===== src/rtl/branch_predictor.sv =====
// branch_predictor: direct-mapped BTB with 2-bit saturating counters and a registered 1-cycle lookup
module branch_predictor #(
    parameter int IDX_W = 4
) (
    input  logic        clk,
    input  logic        rst,
    input  logic        pred_req,
    input  logic [31:0] pred_pc,
    output logic        pred_valid,
    output logic        pred_taken,
    output logic [31:0] pred_target,
    input  logic        upd_valid,
    input  logic [31:0] upd_pc,
    input  logic        upd_taken,
    input  logic [31:0] upd_target
);
    localparam int N = 1 << IDX_W;
    localparam int TAG_W = 30 - IDX_W;
    logic             valid_q  [N];
    logic [TAG_W-1:0] tag_q    [N];
    logic [31:0]      target_q [N];
    logic [1:0]       ctr_q    [N];
    logic [IDX_W-1:0] l_idx, u_idx;
    logic [TAG_W-1:0] l_tag, u_tag;
    logic             l_hit, l_take, u_hit;
    logic [1:0]       u_ctr, ctr_nxt;
    logic             unused_pc_bits;
    assign l_idx = pred_pc[IDX_W+1:2];
    assign l_tag = pred_pc[31:IDX_W+2];
    assign u_idx = upd_pc[IDX_W+1:2];
    assign u_tag = upd_pc[31:IDX_W+2];
    assign unused_pc_bits = ^{pred_pc[1:0], upd_pc[1:0]};
    assign l_hit = valid_q[l_idx] && tag_q[l_idx] == l_tag;
    assign l_take = l_hit && ctr_q[l_idx][1];
    assign u_hit = valid_q[u_idx] && tag_q[u_idx] == u_tag;
    assign u_ctr = ctr_q[u_idx];
    assign ctr_nxt = upd_taken ? (u_ctr == 2'b11 ? 2'b11 : u_ctr + 2'd1)
                               : (u_ctr == 2'b00 ? 2'b00 : u_ctr - 2'd1);
    always_ff @(posedge clk) begin
        if (rst) begin
            pred_valid  <= 1'b0;
            pred_taken  <= 1'b0;
            pred_target <= 32'h0;
            for (int i = 0; i < N; i++) begin
                valid_q[i] <= 1'b0;
                ctr_q[i]   <= 2'b01;
            end
        end else begin
            pred_valid <= pred_req;
            if (pred_req) begin
                pred_taken  <= l_take;
                pred_target <= l_take ? target_q[l_idx] : pred_pc + 32'd4;
            end
            if (upd_valid && u_hit) begin
                ctr_q[u_idx] <= ctr_nxt;
            end else if (upd_valid && upd_taken) begin
                valid_q[u_idx] <= 1'b1;
                ctr_q[u_idx]   <= 2'b10;
            end
        end
    end
    // Tag and target need no reset; a taken update either refreshes a hit or allocates.
    always_ff @(posedge clk) begin
        if (!rst && upd_valid && upd_taken) begin
            tag_q[u_idx]    <= u_tag;
            target_q[u_idx] <= upd_target;
        end
    end
endmodule


===== config.mk =====
export PLATFORM = sky130hd
export DESIGN_NAME = branch_predictor
export DESIGN_NICKNAME = d
export VERILOG_FILES = /design/src/rtl/branch_predictor.sv
export SDC_FILE = /design/constraint.sdc
export NUM_CORES = 1
export LEC_CHECK = 0
export CAP_MARGIN = 20
export CORE_MARGIN = 2
export CORE_UTILIZATION = 40
export DETAILED_ROUTE_END_ITERATION = 8
export PLACE_DENSITY = 0.66
export SETUP_SLACK_MARGIN = 0.15
export SYNTH_ARGS = -nofsm -noshare
export SYNTH_HDL_FRONTEND = slang
export SYNTH_SLANG_ARGS = --single-unit

===== constraint.sdc =====
create_clock -name clk -period 12.5 [get_ports clk]
set_input_delay 3.75 -clock clk [delete_from_list [all_inputs] [get_ports clk]]
set_output_delay 3.75 -clock clk [all_outputs]
set_load 0.05 [all_outputs]

==> impl_metrics.json <==
{
  "outcome": "complete, no violations",
  "io_pins": 135,
  "fin_setup_tns_ps": 0,
  "hold_buffers": 0,
  "clockBufferDepth": 3,
  "place_area_mm2": 0.0475,
  "yosys-top-cells-count": "960 x edfxtp_1, 294 x mux4_2, 200 x mux2i_1",
  "syn_inst": 2422,
  "fin_crit_sh_pct": 69.6,
  "die_y_um": 338,
  "worst-path-max-fanout": 73,
  "route.met3.wl_mm": 13.0,
  "ys_types": 85,
  "grt_use_total_pct": 22.6,
  "async_reset_ff_share_pct": 0,
  "syn_nets": 2524,
  "netlist.area_leader.share_pct": 64.6,
  "total_leakage_power_nw": 16.3,
  "root_buffer": "clkbuf_16",
  "period_needed_ps": 8700,
  "p_sw_share_pct": 22.9,
  "path_class": "in -> reg",
  "wl_per_cell_um": 31.4,
  "rows": 122,
  "crit_buf_inv": 4,
  "synth_top_family_by_area": "multiplexers",
  "fp.coreArea_mm2": 0.111,
  "clock_latency_ps": 710,
  "worst_pin_slew_ps": 1200,
  "grt_pass1_vias": 25500,
  "finClkSkew_ps": 47.5,
  "power_switching_mw": 1.71,
  "vias": 25800,
  "seqPwrFrac_pct": 50.3,
  "syn2layout_area_growth_pct": 14.4,
  "setup_violations": 0,
  "design_area_mm2": 0.0510,
  "die_area_mm2": 0.114,
  "finalHoldViolCount": 0,
  "routed_wirelength_mm": 130,
  "gp_congestion": 0.956,
  "portBuffers": 132,
  "yosys_warnings": 0,
  "synth_xor_area_share_pct": 1.45,
  "fmax_ghz": 0.115,
  "internal_power_mw": 5.76,
  "yosys_most_used_dff": "edfxtp_1",
  "drt_iter0_markers": 3514,
  "cts_tree": "built",
  "clk_pin_slew_worst_paths_ps": 60,
  "synth_largest_area_cell": "edfxtp_1",
  "max_stage_delay_ps": 800,
  "cts_sinks": 1010,
  "num-nets-final": 2660,
  "detail-route-antenna-nets": 0,
  "p_clk_share_pct": 41.9,
  "yosysMostFrequentCell": "edfxtp_1",
  "synthMuxAreaShare_pct": 21.2,
  "die_w_um": 338,
  "crit_family": "simple AND/OR/NAND/NOR gates",
  "slew_headroom_pct": 20.1,
  "synth.avg_cell_area_um2": 18.4,
  "ctsResizeCount": 0,
  "path_common_cell": "buf_4",
  "syn_area_mm2": 0.0446,
  "cts_buffers": 103,
  "synth-compound-area-share_pct": 4.44,
  "power.share.combinational_pct": 7.8,
  "ys_seq_elements": 1010,
  "via_per_inst": 6.24,
  "max-vdd-ir-drop_mv": 0.126,
  "drc_errors": 0,
  "rsz0062_at_grt": "no",
  "grt_max_degree": 79,
  "path_cells": "buf_8, buf_4, buf_4, nand3_1, o21ai_0, mux4_2, a22oi_1, nor3_1, nand4_1, nor3_4, buf_12, mux2i_1, a211oi_1",
  "h-tree-depth": 3,
  "slowest_stage": "nor3_4",
  "hpwl_mm": 78.5,
  "grt_pass1_wl_mm": 184,
  "power.density_mw_per_mm2": 146,
  "initial_utilization_pct": 40.3,
  "yosysSeqAreaShare_pct": 66.9,
  "startpoint_type": "primary input",
  "critical_path_required_ps": 13030,
  "antenna_found_initial": 9,
  "worstPathArrival_ps": 9230,
  "synth-edff-count": 960,
  "overflow": 0,
  "routed-wl-met2_mm": 59.9,
  "ys_top_cells_by_area": "edfxtp_1 65%, mux4_2 15%, mux2i_1 4.5%",
  "max_cap_violations": 0,
  "first_pass_iters": 6,
  "synthSimpleGateAreaFrac_pct": 3.76,
  "wl_met1_mm": 52.9,
  "postCtsSetupRepairBufs": 0,
  "finalMaxSlewViolations": 0,
  "routed.top_layer": "met5",
  "holdCritPathClass": "reg -> reg",
  "synthAdderAreaFrac_pct": 0.0505,
  "endpoint_kind": "flop",
  "drive_above_1_share_pct": 22.4
}
kinds of logic after synthesis:
logic type,count (synthesis)
fa+ha+maj,2
buf+inv,179
compound gates,269
xor+xnor,74
mux,543
simple gates,345
flops,1010
power groups by stage:
| stage | registers (mW) | clock network, mW | logic, mW |
|---|---|---|---|
| after floorplan | 3.84 | 0 | 0.328 |
| after global placement | 3.82 | 0 | 0.566 |
| after detailed placement | 3.83 | 0 | 0.577 |
| after CTS | 3.76 | 3.16 | 0.579 |
| after global routing | 3.76 | 3.29 | 0.610 |
| final | 3.76 | 3.13 | 0.585 |
area by class of cell:
class / instances / area, um2
fillers: 9223 / 59600
flip-flops and latches: 1010 / 29800
multi-input cells: 1233 / 13900
clock buffers: 126 / 2740
repair buffers: 193 / 1890
well taps: 1488 / 1860
clock inverters: 69 / 714
inverters: 17 / 65.1
diodes: 3 / 7.51
registers in the layout, indices dropped and copies added, names as in the netlist:
name         count
target_q       512
tag_q          416
ctr_q           32
pred_target     32
valid_q         16
pred_taken       1
pred_valid       1
routing by layer:
| metal | vias to the layer above | GRT usage [%] |
|---|---|---|
| li1 | 10400 | - |
| met1 | 13600 | 31.9 |
| met2 | 1605 | 35.2 |
| met3 | 277 | 4.99 |
| met4 | 14 | 6.84 |
| met5 | - | 0 |
through the flow:
step / std cells / hold WS, ps / utilization (%) / power, mW / setup slack (ps)
after floorplan: 2422 / 460 / - / 4.17 / 4310
after global placement: 3935 / 477 / 42.9 / 4.39 / 3200
after detailed placement: 3939 / 481 / 42.9 / 4.40 / 3170
after CTS: 4134 / 493 / 46.1 / 7.49 / 3890
after global routing: 4137 / 514 / 46.1 / 7.66 / 3690
final: 4139 / 499 / 46.1 / 7.47 / 3800
tightest hold or removal path: stages, from the launching register on:
cell	delay (ps)
dfxtp_1	310
nor2_1	90
a211oi_1	50
path summary, 6_finish.rpt:
kind                                             startpoint                            to  slack [ps]  cells past startpoint
worst min-delay path            pred_target[3]$_SDFFE_PP0P_   pred_target[3]$_SDFFE_PP0P_         500                      2
worst max register to register   ctr_q[13][1]$_SDFFCE_PN0P_  pred_target[11]$_SDFFE_PP0P_        7310                     10
worst min register to register  pred_target[3]$_SDFFE_PP0P_   pred_target[3]$_SDFFE_PP0P_         500                      2
worst max-delay path                             pred_pc[3]  pred_target[11]$_SDFFE_PP0P_        3800                     13
cells in the final DEF (no fill, tap or decap), drive strengths merged, types with 4 or more instances in the layout:
master	n
buf	71
mux4	313
a22o	29
clkinv	51
nand2	94
xnor2	44
mux2	29
nor3	18
a21oi	20
nand2b	10
xor2	30
a311oi	6
and3	7
a221oi	11
nand3b	4
inv	20
or3	10
clkinvlp	4
a22oi	36
nand3	31
bufinv	11
nand4	21
a211oi	37
o211ai	4
o21ai	38
nor2	99
or4	5
o22ai	17
edfxtp	960
dfxtp	50
nor2b	16
clkbuf	126
nor4	6
clkdlybuf4s50	122
or2	7
mux2i	201
and2	8
a31oi	23
a2111oi	4
o221ai	4
Power figures use the tool's default switching activity.
